===== config.mk =====
export PLATFORM = sky130hd
export DESIGN_NAME = lcd_fill_rect_flat
export DESIGN_NICKNAME = d
export VERILOG_FILES = /design/src/rtl/lcd_pkg.sv /design/src/rtl/lcd_fill_rect_if.sv /design/src/rtl/lcd_win_seq.sv /design/src/rtl/lcd_fill_rect.sv /design/src/flat_wrapper.sv
export SDC_FILE = /design/constraint.sdc
export NUM_CORES = 1
export LEC_CHECK = 0
export ABC_AREA = 0
export BUFFER_PORTS_ARGS = -buffer_cell sky130_fd_sc_hd__clkbuf_2
export CAP_MARGIN = 25
export CELL_PAD_IN_SITES_DETAIL_PLACEMENT = 0
export CELL_PAD_IN_SITES_GLOBAL_PLACEMENT = 1
export CORE_ASPECT_RATIO = 0.6
export CORE_MARGIN = 2
export CORE_UTILIZATION = 34
export DETAILED_ROUTE_END_ITERATION = 16
export PLACE_DENSITY = 0.59
export SYNTH_ARGS = -nofsm -noshare
export SYNTH_HDL_FRONTEND = slang
export SYNTH_SLANG_ARGS = --single-unit

===== constraint.sdc =====
create_clock -name sys_clk -period 9.93 [get_ports sys_clk]
set_clock_uncertainty 0.2 [all_clocks]
set_input_delay 0.4965 -clock sys_clk [delete_from_list [all_inputs] [get_ports sys_clk]]
set_output_delay 0.4965 -clock sys_clk [all_outputs]
set_load 0.005 [all_outputs]

===== src/rtl/lcd_pkg.sv =====
// lcd_pkg: shared constants and types for the LCD rectangle-fill path.
//   - ST7789-style command bytes (CASET / RASET / RAMWR)
//   - DC bit values used in bit [8] of every 9-bit SPI word
//   - default panel geometry and pixel-counter width
//   - state encodings for the fill controller and the window-header sequencer
//   - par_word(): picks one of the four parameter bytes of a CASET/RASET window
package lcd_pkg;

    localparam logic [7:0] CMD_CASET = 8'h2A;
    localparam logic [7:0] CMD_RASET = 8'h2B;
    localparam logic [7:0] CMD_RAMWR = 8'h2C;

    localparam logic DC_CMD  = 1'b0;
    localparam logic DC_DATA = 1'b1;

    localparam int LCD_W_DEF = 240;
    localparam int LCD_H_DEF = 320;
    localparam int CNT_W_DEF = 17;

    // Fill controller: the header phase is one state here because the
    // CASET..RAMWR steps are sequenced inside lcd_win_seq.
    typedef enum logic [2:0] {
        FILL_IDLE,
        FILL_CHECK,
        FILL_HDR,
        FILL_PIX_HI,
        FILL_PIX_LO,
        FILL_DONE
    } fill_state_t;

    // Window-header sequencer: each state names the word currently outstanding.
    typedef enum logic [2:0] {
        HDR_IDLE,
        HDR_CASET,
        HDR_XPAR,
        HDR_RASET,
        HDR_YPAR,
        HDR_RAMWR
    } hdr_state_t;

    // Parameter bytes go out as start-hi, start-lo, end-hi, end-lo.
    function automatic logic [8:0] par_word(input logic [15:0] first_coord,
                                            input logic [15:0] last_coord,
                                            input logic [1:0]  idx);
        logic [7:0] b;
        case (idx)
            2'd0:    b = first_coord[15:8];
            2'd1:    b = first_coord[7:0];
            2'd2:    b = last_coord[15:8];
            default: b = last_coord[7:0];
        endcase
        return {DC_DATA, b};
    endfunction

endpackage


===== src/rtl/lcd_fill_rect_if.sv =====
// lcd_fill_rect_if: request/handshake bundle between the string/number
// controller, lcd_fill_rect and the lcd_write SPI shifter.
//   fill_flag      start pulse (sampled only while not busy)
//   start_x/y      inclusive window top-left
//   end_x/y        inclusive window bottom-right
//   color          RGB565 fill colour
//   wr_done        lcd_write: previous word fully shifted out
//   fill_data      [8]=DC, [7:0]=byte; stable until wr_done
//   en_write_fill  one-cycle word request to lcd_write
//   busy           fill in progress
//   fill_done      one-cycle completion pulse
// master = controller/bench side, slave = lcd_fill_rect.
interface lcd_fill_rect_if;
    logic        fill_flag;
    logic [8:0]  start_x;
    logic [8:0]  start_y;
    logic [8:0]  end_x;
    logic [8:0]  end_y;
    logic [15:0] color;
    logic        wr_done;
    logic [8:0]  fill_data;
    logic        en_write_fill;
    logic        busy;
    logic        fill_done;

    modport master (
        output fill_flag, start_x, start_y, end_x, end_y, color, wr_done,
        input  fill_data, en_write_fill, busy, fill_done
    );

    modport slave (
        input  fill_flag, start_x, start_y, end_x, end_y, color, wr_done,
        output fill_data, en_write_fill, busy, fill_done
    );
endinterface


===== src/rtl/lcd_win_seq.sv =====
// lcd_win_seq: emits the 11-word address-window header
//   CASET, xs_hi, xs_lo, xe_hi, xe_lo, RASET, ys_hi, ys_lo, ye_hi, ye_lo, RAMWR
// using the lcd_write request/wr_done handshake. Reusable by lcd_show_char.
// Ports:
//   clk, rst          clock, synchronous active-high reset
//   start             one-cycle pulse; coordinates must be stable from then on
//   x_start..y_end    inclusive window corners (zero-extended to 16 bits)
//   wr_done           lcd_write word-complete pulse
//   hdr_word          current 9-bit word, changes only when hdr_en pulses
//   hdr_en            one-cycle request per word
//   hdr_last          combinational: wr_done accepted for the RAMWR word,
//                     so the caller may issue its first data word next cycle
module lcd_win_seq
    import lcd_pkg::*;
(
    input  logic       clk,
    input  logic       rst,
    input  logic       start,
    input  logic [8:0] x_start,
    input  logic [8:0] x_end,
    input  logic [8:0] y_start,
    input  logic [8:0] y_end,
    input  logic       wr_done,
    output logic [8:0] hdr_word,
    output logic       hdr_en,
    output logic       hdr_last
);

    hdr_state_t state, next_state;
    logic [1:0] par_cnt, par_cnt_next;
    logic       advance;
    logic       load;
    logic [8:0] next_word;
    logic [15:0] xs16, xe16, ys16, ye16;

    assign xs16 = {7'd0, x_start};
    assign xe16 = {7'd0, x_end};
    assign ys16 = {7'd0, y_start};
    assign ye16 = {7'd0, y_end};

    // Outside idle exactly one word is always outstanding, so wr_done in any
    // active state completes it; wr_done in idle is ignored.
    assign advance = (state != HDR_IDLE) && wr_done;

    always_ff @(posedge clk) begin
        if (rst) state <= HDR_IDLE;
        else     state <= next_state;
    end

    always_comb begin
        next_state = state;
        case (state)
            HDR_IDLE:  if (start) next_state = HDR_CASET;
            HDR_CASET: if (wr_done) next_state = HDR_XPAR;
            HDR_XPAR:  if (wr_done && par_cnt == 2'd3) next_state = HDR_RASET;
            HDR_RASET: if (wr_done) next_state = HDR_YPAR;
            HDR_YPAR:  if (wr_done && par_cnt == 2'd3) next_state = HDR_RAMWR;
            HDR_RAMWR: if (wr_done) next_state = HDR_IDLE;
            default:   next_state = HDR_IDLE;
        endcase
    end

    // Word for the state being entered; the parameter index restarts at 0
    // whenever we are not already inside a parameter run.
    always_comb begin
        par_cnt_next = ((state == HDR_XPAR) || (state == HDR_YPAR)) ? par_cnt + 2'd1 : 2'd0;
        load         = ((state == HDR_IDLE) && start) || (advance && (state != HDR_RAMWR));
        hdr_last     = advance && (state == HDR_RAMWR);
        next_word    = 9'd0;
        case (next_state)
            HDR_CASET: next_word = {DC_CMD, CMD_CASET};
            HDR_XPAR:  next_word = par_word(xs16, xe16, par_cnt_next);
            HDR_RASET: next_word = {DC_CMD, CMD_RASET};
            HDR_YPAR:  next_word = par_word(ys16, ye16, par_cnt_next);
            HDR_RAMWR: next_word = {DC_CMD, CMD_RAMWR};
            default:   next_word = 9'd0;
        endcase
    end

    always_ff @(posedge clk) begin
        if (rst) begin
            hdr_word <= 9'd0;
            hdr_en   <= 1'b0;
            par_cnt  <= 2'd0;
        end else begin
            hdr_en <= load;
            if (load) begin
                hdr_word <= next_word;
                par_cnt  <= par_cnt_next;
            end
        end
    end

endmodule


===== src/rtl/lcd_fill_rect.sv =====
// lcd_fill_rect: rectangle-fill generator for the 9-bit lcd_write word port.
// On an accepted fill_flag it checks the window, sends the CASET/RASET/RAMWR
// header via lcd_win_seq, then streams {color_hi, color_lo} once per pixel.
// Ports:
//   sys_clk   50 MHz clock
//   sys_rst   synchronous active-high reset; aborts a fill immediately
//   bus       lcd_fill_rect_if.slave (fill_flag, coords, color, wr_done in;
//             fill_data, en_write_fill, busy, fill_done out)
// Build option: LCD_FILL_CLAMP_EN clamps end_x/end_y to the panel edge when
// latched; otherwise any out-of-range coordinate rejects the fill.
module lcd_fill_rect
    import lcd_pkg::*;
#(
    parameter int LCD_W = LCD_W_DEF,
    parameter int LCD_H = LCD_H_DEF,
    parameter int CNT_W = CNT_W_DEF
)(
    input logic             sys_clk,
    input logic             sys_rst,
    lcd_fill_rect_if.slave  bus
);

    localparam logic [8:0]       X_MAX = 9'(LCD_W - 1);
    localparam logic [8:0]       Y_MAX = 9'(LCD_H - 1);
    localparam logic [CNT_W-1:0] ONE   = CNT_W'(1);

    fill_state_t state, next_state;

    logic [8:0]       xs, ys, xe, ye;
    logic [8:0]       end_x_eff, end_y_eff;
    logic [15:0]      color_q;
    logic [CNT_W-1:0] pix_cnt, pix_total, w_len, h_len;
    logic             accept, win_ok;
    logic             hdr_start, hdr_en, hdr_last;
    logic [8:0]       hdr_word;
    logic             pix_load, pix_en;
    logic [8:0]       pix_word, pix_next;
    logic             busy_int, done_int;

`ifdef LCD_FILL_CLAMP_EN
    assign end_x_eff = (bus.end_x > X_MAX) ? X_MAX : bus.end_x;
    assign end_y_eff = (bus.end_y > Y_MAX) ? Y_MAX : bus.end_y;
`else
    assign end_x_eff = bus.end_x;
    assign end_y_eff = bus.end_y;
`endif

    assign accept = (state == FILL_IDLE) && bus.fill_flag;

    // start <= end <= max also keeps start in range.
    assign win_ok    = (xs <= xe) && (ys <= ye) && (xe <= X_MAX) && (ye <= Y_MAX);
    assign w_len     = CNT_W'(xe - xs) + ONE;
    assign h_len     = CNT_W'(ye - ys) + ONE;
    assign pix_total = w_len * h_len;

    lcd_win_seq u_win_seq (
        .clk      (sys_clk),
        .rst      (sys_rst),
        .start    (hdr_start),
        .x_start  (xs),
        .x_end    (xe),
        .y_start  (ys),
        .y_end    (ye),
        .wr_done  (bus.wr_done),
        .hdr_word (hdr_word),
        .hdr_en   (hdr_en),
        .hdr_last (hdr_last)
    );

    always_ff @(posedge sys_clk) begin
        if (sys_rst) state <= FILL_IDLE;
        else         state <= next_state;
    end

    always_comb begin
        next_state = state;
        case (state)
            FILL_IDLE:   if (bus.fill_flag) next_state = FILL_CHECK;
            FILL_CHECK:  next_state = win_ok ? FILL_HDR : FILL_DONE;
            FILL_HDR:    if (hdr_last) next_state = FILL_PIX_HI;
            FILL_PIX_HI: if (bus.wr_done) next_state = FILL_PIX_LO;
            FILL_PIX_LO: if (bus.wr_done) next_state = (pix_cnt == ONE) ? FILL_DONE : FILL_PIX_HI;
            FILL_DONE:   next_state = FILL_IDLE;
            default:     next_state = FILL_IDLE;
        endcase
    end

    // The pixel word is queued on the same edge that completes the previous
    // word, so its request lands the cycle after wr_done.
    always_comb begin
        busy_int  = (state != FILL_IDLE) && (state != FILL_DONE);
        done_int  = (state == FILL_DONE);
        hdr_start = (state == FILL_CHECK) && win_ok;
        pix_load  = ((state == FILL_HDR) && hdr_last)
                 || ((state == FILL_PIX_HI) && bus.wr_done)
                 || ((state == FILL_PIX_LO) && bus.wr_done && (pix_cnt != ONE));
        pix_next  = (state == FILL_PIX_HI) ? {DC_DATA, color_q[7:0]} : {DC_DATA, color_q[15:8]};
    end

    always_ff @(posedge sys_clk) begin
        if (sys_rst) begin
            xs       <= 9'd0;
            ys       <= 9'd0;
            xe       <= 9'd0;
            ye       <= 9'd0;
            color_q  <= 16'd0;
            pix_cnt  <= '0;
            pix_word <= 9'd0;
            pix_en   <= 1'b0;
        end else begin
            if (accept) begin
                xs      <= bus.start_x;
                ys      <= bus.start_y;
                xe      <= end_x_eff;
                ye      <= end_y_eff;
                color_q <= bus.color;
            end
            if (state == FILL_CHECK)
                pix_cnt <= pix_total;
            else if ((state == FILL_PIX_LO) && bus.wr_done)
                pix_cnt <= pix_cnt - ONE;
            pix_en <= pix_load;
            if (pix_load)
                pix_word <= pix_next;
        end
    end

    // Header words own the bus only during the header phase; otherwise the
    // last pixel word is held so fill_data moves only with a request.
    assign bus.fill_data     = (state == FILL_HDR) ? hdr_word : pix_word;
    assign bus.en_write_fill = hdr_en | pix_en;
    assign bus.busy          = busy_int;
    assign bus.fill_done     = done_int;

endmodule

===== src/flat_wrapper.sv =====
// flat-port wrapper written by rule: the top's interface ports become plain ports
module lcd_fill_rect_flat import lcd_pkg::*;
#(
    parameter int LCD_W = LCD_W_DEF,
    parameter int LCD_H = LCD_H_DEF,
    parameter int CNT_W = CNT_W_DEF
)
  (sys_clk, sys_rst, bus_fill_flag, bus_start_x, bus_start_y, bus_end_x, bus_end_y, bus_color, bus_wr_done, bus_fill_data, bus_en_write_fill, bus_busy, bus_fill_done);
  lcd_fill_rect_if bus_i ();
  input logic sys_clk;
  input logic sys_rst;
  input wire logic [$bits(bus_i.fill_flag)-1:0] bus_fill_flag;
  input wire logic [$bits(bus_i.start_x)-1:0] bus_start_x;
  input wire logic [$bits(bus_i.start_y)-1:0] bus_start_y;
  input wire logic [$bits(bus_i.end_x)-1:0] bus_end_x;
  input wire logic [$bits(bus_i.end_y)-1:0] bus_end_y;
  input wire logic [$bits(bus_i.color)-1:0] bus_color;
  input wire logic [$bits(bus_i.wr_done)-1:0] bus_wr_done;
  output wire logic [$bits(bus_i.fill_data)-1:0] bus_fill_data;
  output wire logic [$bits(bus_i.en_write_fill)-1:0] bus_en_write_fill;
  output wire logic [$bits(bus_i.busy)-1:0] bus_busy;
  output wire logic [$bits(bus_i.fill_done)-1:0] bus_fill_done;
  assign bus_i.fill_flag = bus_fill_flag;
  assign bus_i.start_x = bus_start_x;
  assign bus_i.start_y = bus_start_y;
  assign bus_i.end_x = bus_end_x;
  assign bus_i.end_y = bus_end_y;
  assign bus_i.color = bus_color;
  assign bus_i.wr_done = bus_wr_done;
  assign bus_fill_data = bus_i.fill_data;
  assign bus_en_write_fill = bus_i.en_write_fill;
  assign bus_busy = bus_i.busy;
  assign bus_fill_done = bus_i.fill_done;
  lcd_fill_rect #(.LCD_W(LCD_W), .LCD_H(LCD_H), .CNT_W(CNT_W)) u_core (.sys_clk(sys_clk), .sys_rst(sys_rst), .bus(bus_i));
endmodule

==> results.yml, run 1 <==
cells_and_area:
  layout-drive-gt1-share: 0.113
  mostFrequentLayoutCell: "nand2_1"
  final_cell_mix: "209 x nand2_1, 187 x inv_1, 97 x dfxtp_1"
  areaGrowthSynthToFinish_pct: 10.6
  diodes: 0
  nNetsFinal: 1547
  seq_area_mm2: 0.00194
  multiInputGateArea_mm2: 0.00749
  fill_cells: 3170
grt:
  grt_pass1_vias: 7893
  grt_max_degree: 81
  overflow: 0
  grt_use_total: 0.180
  grt_pass1_wl_um: 44700
  grt_antenna_before_repair: 1
floorplan:
  coreArea_mm2: 0.0300
  io-pin-count: 68
  die_y_um: 139
  die_w_um: 229
  fp-row-count: 49
  initial_core_util: 0.345
  die_area_mm2: 0.0319
sta:
  rsz0062_at_grt: "no"
  finalHoldViolations: 0
  period_minus_slack_ps: 8860
  clock.fmax_ghz: 0.113
  slew_headroom: 0.335
  tns_ps: 0
  setup_viol: 0
  worst_pin_slew_ps: 994
  layout_worst_path_cycle_share: 0.892
  slew_violations: 0
synthesis:
  netlist_instances: 1279
  seq_area_frac_synth: 0.188
  synth.area.top_cells: "dfxtp_1 19%, fa_1 19%, ha_1 9.1%, nand2_1 7.6%, inv_1 6.8%"
  synth_nets: 1506
  avgSynthCellArea_um2: 8.09
  synth_cell_types: 86
  mappedNetlistArea_mm2: 0.0104
  ys_ff_latch: 97
  ys.flop_type: "dfxtp_1"
  yosysTopAreaCell: "dfxtp_1"
  synth_edf_count: 0
  async_flop_share: 0
  yosysWarnings: 0
  synthDominantCellAreaShare: 0.188
drt:
  drtPass1Iterations: 5
  drc: 0
  via_count: 8336
  vias_per_cell: 4.81
  post_drt_wl_per_cell_um: 16.4
  wl_um: 28300
  drtAntennaViolNets: 0
  drt_iter0_drc: 451
clock_network:
  postCtsSetupRepairBufs: 0
  cts_tree: "yes"
  cts_inserted_buffers: 9
  clkLatencyLatePin_ps: 370
  clk_path_buf_depth: 2
  postCtsResizedCells: 0
  clkSlewWorstSetupHoldPaths_ps: 80
  cts.sinks: 97
  hold_buffers: 0
  ctsHtreeMaxLevel: 3
  clockRootBuffer: "clkbuf_16"
job:
  maxCapViolCount: 0
setup_path:
  slowest_stage: "a2111oi_0"
  reg2reg_depth: 30
  worst-setup-path-type: "reg -> reg"
  crit_fanout: 12
  cp_data_required_time_ps: 9960
  critPathArrivalTime_ps: 8890
  cp_common_cell: "fa_1"
  start_kind: "flop"
  max_stage_delay_ps: 620
  crit_path_end_kind: "flop"
min_path:
  hp-class: "in -> reg"
  min_path_cells: 3
placement:
  port_buffers: 67
  place_hpwl_um: 22800
  place.gp.congestion: 0.802
outcome:
  outcome: "finished, final reports clean"
Yosys cell counts (4+ instances only):
library cell	n
a31oi_1	7
dfxtp_1	97
a22oi_1	5
or3_1	6
a21o_1	6
xor2_2	5
o21a_1	5
xnor2_1	39
clkbuf_1	52
nor3_1	24
nand2b_1	12
xnor3_1	5
and3_1	8
xor2_1	26
a21oi_1	93
ha_1	75
and2_1	29
o21ai_0	27
mux2_2	10
fa_1	96
o22ai_1	11
nor4_1	4
nor2_1	89
nand2_1	209
nor2b_1	20
a311oi_1	8
inv_1	187
a211oi_1	10
nand4_1	4
nand3_1	13
a21boi_0	4
mux2i_1	20
registers in the layout, indices dropped and copies added, names as in the netlist:
name	cells
u_core.pix_cnt	17
u_core.color_q	16
u_core.pix_word	9
u_core.u_win_seq.hdr_word	9
u_core.xe	9
u_core.xs	9
u_core.ye	9
u_core.ys	9
u_core.state	3
u_core.u_win_seq.state	3
u_core.u_win_seq.par_cnt	2
u_core.pix_en	1
u_core.u_win_seq.hdr_en	1
per-layer routing:
metal / wire (um) / vias to the layer above / share of wire / global-route usage
met2: 10500 / 136 / 0.37 / 0.227
li1: - / 4209 / - / -
met5: 0 / - / 0 / 0
met1: 16400 / 3981 / 0.58 / 0.303
met4: 194 / 0 / 0.0068 / 0.0294
met3: 1240 / 10 / 0.044 / 0.0391
through the flow:
stage / utilization / cells / setup WS [ps] / area [um2] / hold slack (ps)
2_1_floorplan: - / 1279 / 1700 / 10400 / 233
3_3_place_gp: 0.371 / 1716 / 1010 / 11100 / 246
3_5_place_dp: 0.371 / 1716 / 866 / 11100 / 247
4_1_cts: 0.381 / 1732 / 851 / 11400 / 126
5_1_grt: 0.382 / 1733 / 274 / 11400 / 134
6_report: 0.382 / 1733 / 1070 / 11400 / 141
kinds of logic after synthesis:
logic type      Yosys count  share of synthesized area
buf+inv                 245                     0.0908
mux                      30                     0.0302
compound gates          213                      0.136
simple gates            444                      0.197
fa+ha+maj               171                      0.276
flops                    97                      0.188
xor+xnor                 79                     0.0822
layout make-up:
class,count,share of cell area
Multi-Input combinational cell,937,0.654
Sequential cell,97,0.170
Inverter,187,0.0613
Tap cell,408,0.0446
Timing Repair Buffer,88,0.0444
Clock buffer,9,0.0197
Clock inverter,7,0.00645
worst max-delay path: cells and delay by family (launching register included):
| family | cells | cell delay (ps) |
|---|---|---|
| adder cells (fa/ha/maj) | 9 | 4010 |
| AO/OA/AOI/OAI | 6 | 1720 |
| AND/OR/NAND/NOR | 7 | 1540 |
| XOR/XNOR | 2 | 620 |
| flip-flops | 1 | 320 |
| buffers and inverters | 6 | 310 |
worst paths after layout:
kind	startpoint	to	slack, ps
setup / recovery	u_core.xe[0]	u_core.pix_cnt[16]	1070
hold / removal	bus_color[2]	u_core.color_q[2]	140
setup reg to reg	u_core.xe[0]	u_core.pix_cnt[16]	1070
hold reg to reg	u_core.u_win_seq.hdr_word[1]	u_core.u_win_seq.hdr_word[1]	250
Power of run 1 is left out: the tool's default activity adds up to more than one toggle a clock period on the data nets, which glitch-free logic cannot reach.
==> run 2: changes to the inputs <==
ABC_AREA = 1   (was 0)
PLACE_DENSITY = 0.61   (was 0.59)
SKIP_CTS_REPAIR_TIMING = 1   (was unset)
==> results.yml, run 2 <==
sta:
  worst_pin_slew_ps: 823
  rsz0062_at_grt: "no"
  tns_ps: 0
  slew_headroom: 0.451
  layout_worst_path_cycle_share: 0.811
  slew_violations: 0
  clock.fmax_ghz: 0.124
  period_minus_slack_ps: 8050
  setup_viol: 0
  finalHoldViolations: 0
min_path:
  hp-start: "bus_color[4]"
  min_to: "u_core.color_q[4]"
  min_path_cells: 3
  hp-class: "in -> reg"
synthesis:
  avgSynthCellArea_um2: 6.75
  ys.flop_type: "dfxtp_1"
  synthDominantCellAreaShare: 0.179
  synth_cell_types: 49
  netlist_instances: 1608
  synth.area.top_cells: "dfxtp_1 18%, fa_1 18%, nand2_1 13%, inv_1 11%, ha_1 8.6%"
  synth_edf_count: 0
  yosysMostFrequentCell: "nand2_1"
  seq_area_frac_synth: 0.179
  async_flop_share: 0
  mappedNetlistArea_mm2: 0.0109
  synth_nets: 1835
  yosysTopAreaCell: "dfxtp_1"
  ys_ff_latch: 97
  yosysWarnings: 0
  synth_commonest_cells: "380 x nand2_1, 315 x inv_1, 126 x nor2_1"
cells_and_area:
  mostFrequentLayoutCell: "nand2_1"
  post-route-util: 0.381
  diodes: 0
  postLayoutCellArea_mm2: 0.0119
  largest_register_ffs: 17
  reg_top3: "u_core.pix_cnt (17), u_core.color_q (16)"
  final_cell_mix: "379 x nand2_1, 315 x inv_1, 126 x nor2_1"
  layout.cells.non_filler: 2074
  fill_cells: 3419
  areaGrowthSynthToFinish_pct: 9.76
  seq_area_mm2: 0.00194
  nNetsFinal: 1880
  multiInputGateArea_mm2: 0.00747
  layout-drive-gt1-share: 0.104
  largest_register: "u_core.pix_cnt"
clock_network:
  cts_inserted_buffers: 9
  ctsHtreeMaxLevel: 3
  cts_tree: "yes"
  clkLatencyLatePin_ps: 370
  cts.sinks: 97
  clkSlewWorstSetupHoldPaths_ps: 90
  clk_path_buf_depth: 2
  clockRootBuffer: "clkbuf_16"
setup_path:
  crit_path_end_kind: "flop"
  rrSetupSlack_ps: 1880
  start_kind: "flop"
  reg2reg_depth: 38
  rr_startpoint: "u_core.ye[0]"
  crit_fanout: 6
  cp_data_required_time_ps: 9980
  critPathArrivalTime_ps: 8100
  r2r_end: "u_core.pix_cnt[16]"
  worst-setup-path-type: "reg -> reg"
  max_stage_delay_ps: 660
  slowest_stage: "fa_1"
grt:
  overflow: 0
  grt_pass1_wl_um: 54700
  grt_max_degree: 86
  grt_use_total: 0.208
  grt_pass1_vias: 9630
  grt_antenna_before_repair: 0
placement:
  place_hpwl_um: 27500
  placed_area_mm2: 0.0116
  place.gp.congestion: 0.827
  placed_cells: 2057
  port_buffers: 67
floorplan:
  die_w_um: 235
  io-pin-count: 68
  initial_core_util: 0.347
  fp-row-count: 50
  die_area_mm2: 0.0334
  die_y_um: 142
  coreArea_mm2: 0.0313
job:
  maxCapViolCount: 0
drt:
  vias_per_cell: 4.79
  post_drt_wl_per_cell_um: 16.1
  via_count: 9929
  drc: 0
  drtAntennaViolNets: 0
  drt_iter0_drc: 654
  drtPass1Iterations: 5
  wl_um: 33400
outcome:
  outcome: "finished, final reports clean"
## run 2: through the flow
stage	setup slack [ps]	hold WS, ps
4_1_cts	1900	150
2_1_floorplan	2880	231
3_3_place_gp	1990	242
5_1_grt	1330	166
3_5_place_dp	1940	248
6_report	1880	165
## run 2: cell families (layout without fill, tap and decap cells)
group | count (synthesis) | in the layout | synth area share
simple gates | 694 | 694 | 0.279
buf+inv | 379 | 429 | 0.133
compound gates | 245 | 245 | 0.128
fa+ha+maj | 171 | 171 | 0.263
flops | 97 | 97 | 0.179
xor+xnor | 22 | 22 | 0.0177
## run 2: worst max-delay path: cells and delay by family (launching register included)
| family | cells | cell delay [ps] |
|---|---|---|
| AO/OA/AOI/OAI | 4 | 510 |
| AND/OR/NAND/NOR | 14 | 1410 |
| adder cells (fa/ha/maj) | 10 | 4590 |
| XOR/XNOR | 1 | 200 |
| flip-flops | 1 | 310 |
| buffers and inverters | 9 | 680 |
## run 2: worst max path at each step
| stage | cells past startpoint | endpoint | start |
|---|---|---|---|
| 2_1_floorplan | 41 | u_core.pix_cnt[16] | u_core.xe[0] |
| 3_3_place_gp | 35 | u_core.pix_cnt[16] | u_core.ye[0] |
| 3_5_place_dp | 38 | u_core.pix_cnt[16] | u_core.ye[0] |
| 4_1_cts | 38 | u_core.pix_cnt[16] | u_core.ye[0] |
| 5_1_grt | 38 | u_core.pix_cnt[16] | u_core.ye[0] |
| 6_report | 38 | u_core.pix_cnt[16] | u_core.ye[0] |
## run 2: cell type report
type	count	share of cell area
clock buffers	9	0.0189
clock inverters	7	0.00766
inverters	338	0.107
multi-input cells	1132	0.627
flip-flops and latches	97	0.163
well taps	416	0.0437
repair buffers	75	0.0332
## run 2: per-layer routing
layer | GRT usage | share of wire | up-vias
met3 | 0.0361 | 0.053 | 17
met2 | 0.275 | 0.37 | 185
li1 | - | - | 5119
met4 | 0.0230 | 0.0060 | 0
met5 | 0 | 0 | -
met1 | 0.345 | 0.57 | 4608
Power of run 2 is left out for the same reason.
==> run 3: changes to the inputs <==
clock period = 7.5 ns   (was 9.93 ns; I/O delays follow)
==> results.yml, run 3 (synthesis gave the netlist of run 2 again) <==
drt:
  wl_um: 34400
  drtAntennaViolNets: 0
  drt_iter0_drc: 620
  drc: 0
  drtPass1Iterations: 6
  via_count: 10400
  vias_per_cell: 4.79
  post_drt_wl_per_cell_um: 15.9
clock_network:
  ctsHtreeMaxLevel: 3
  cts_inserted_buffers: 9
  cts_tree: "yes"
  clkSlewWorstSetupHoldPaths_ps: 80
  clockRootBuffer: "clkbuf_16"
  clk_path_buf_depth: 2
  cts.sinks: 97
  clkLatencyLatePin_ps: 370
sta:
  setup_viol: 0
  finalHoldViolations: 0
  slew_violations: 0
  tns_ps: 0
  period_minus_slack_ps: 7220
  clock.fmax_ghz: 0.139
  layout_worst_path_cycle_share: 0.963
  slew_headroom: 0.463
  worst_pin_slew_ps: 805
  setup_slack_ps: 281
setup_path:
  slowest_stage: "fa_2"
  rr_startpoint: "u_core.xe[0]"
  crit_path_end_kind: "flop"
  critPathLaunch: "u_core.xe[0]"
  max_stage_delay_ps: 580
  start_kind: "flop"
  rrSetupSlack_ps: 280
  crit_fanout: 4
  critPathArrivalTime_ps: 7260
  worst-setup-path-type: "reg -> reg"
  cp_common_cell: "inv_2"
  cp_data_required_time_ps: 7540
grt:
  grt_pass1_vias: 10100
  grt_max_degree: 86
  overflow: 0
  grt_use_total: 0.211
  grt_pass1_wl_um: 55900
  grt_antenna_before_repair: 0
cells_and_area:
  layout.cells.non_filler: 2163
  largest_register: "u_core.pix_cnt"
  diodes: 0
  largest_register_ffs: 17
  post-route-util: 0.418
  final_cell_mix: "363 x nand2_1, 292 x inv_1, 111 x nor2_1"
  areaGrowthSynthToFinish_pct: 20.5
  layout-drive-gt1-share: 0.208
  mostFrequentLayoutCell: "nand2_1"
  reg_top3: "u_core.pix_cnt (17), u_core.color_q (16)"
  nNetsFinal: 1969
placement:
  place.gp.congestion: 0.866
  place_hpwl_um: 28100
  placed_cells: 2136
  place_ws_ps: -59.4
  port_buffers: 67
floorplan:
  io-pin-count: 68
  fp-row-count: 50
  die_w_um: 235
  die_area_mm2: 0.0334
  coreArea_mm2: 0.0313
  initial_core_util: 0.347
  die_y_um: 142
min_path:
  hp-class: "in -> reg"
  hp-start: "bus_color[4]"
job:
  maxCapViolCount: 0
outcome:
  outcome: "finished, final reports clean"
[run 3: cell count changes in the layout (fill, tap and decap cells not counted), sizes merged]
cell	before	now
buf	8	97
clkinvlp	0	1
inv	335	334
[run 3: metal layers]
layer | share of wire | vias to the layer above | GRT usage
met5 | 0 | - | 0
met4 | 0.0038 | 0 | 0.0207
met3 | 0.058 | 10 | 0.0417
met2 | 0.37 | 201 | 0.285
met1 | 0.56 | 4860 | 0.345
li1 | - | 5295 | -
[run 3: worst paths after layout]
path                        end  cells past startpoint
min           u_core.color_q[4]                      3
max          u_core.pix_cnt[16]                     36
max reg2reg  u_core.pix_cnt[16]                     36
min reg2reg  u_core.color_q[11]                      2
[run 3: stage by stage]
step | hold slack (ps) | area, um2
after CTS | 31.5 | 12500
after floorplan | 231 | 10900
after global placement | 242 | 12200
after global routing | 42.9 | 13100
after detailed placement | 253 | 12200
final | 48.0 | 13100
[run 3: area by class of cell]
cell class / instances / area (um2)
clock inverter: 7 / 85.1
fill: 3391 / 18200
timing repair buffer: 164 / 1100
multi-input combinational: 1132 / 7940
inverter: 338 / 1270
sequential: 97 / 1950
tap: 416 / 520
clock buffer: 9 / 225
[run 3: worst max-delay path: cells and delay by family, from the launching register on]
kind,cells,cell delay [ps]
fa+ha+maj,9,4090
simple gates,13,1070
compound gates,5,700
buf+inv,8,470
flops,1,330
xor+xnor,1,210
Power of run 3 is left out for the same reason.
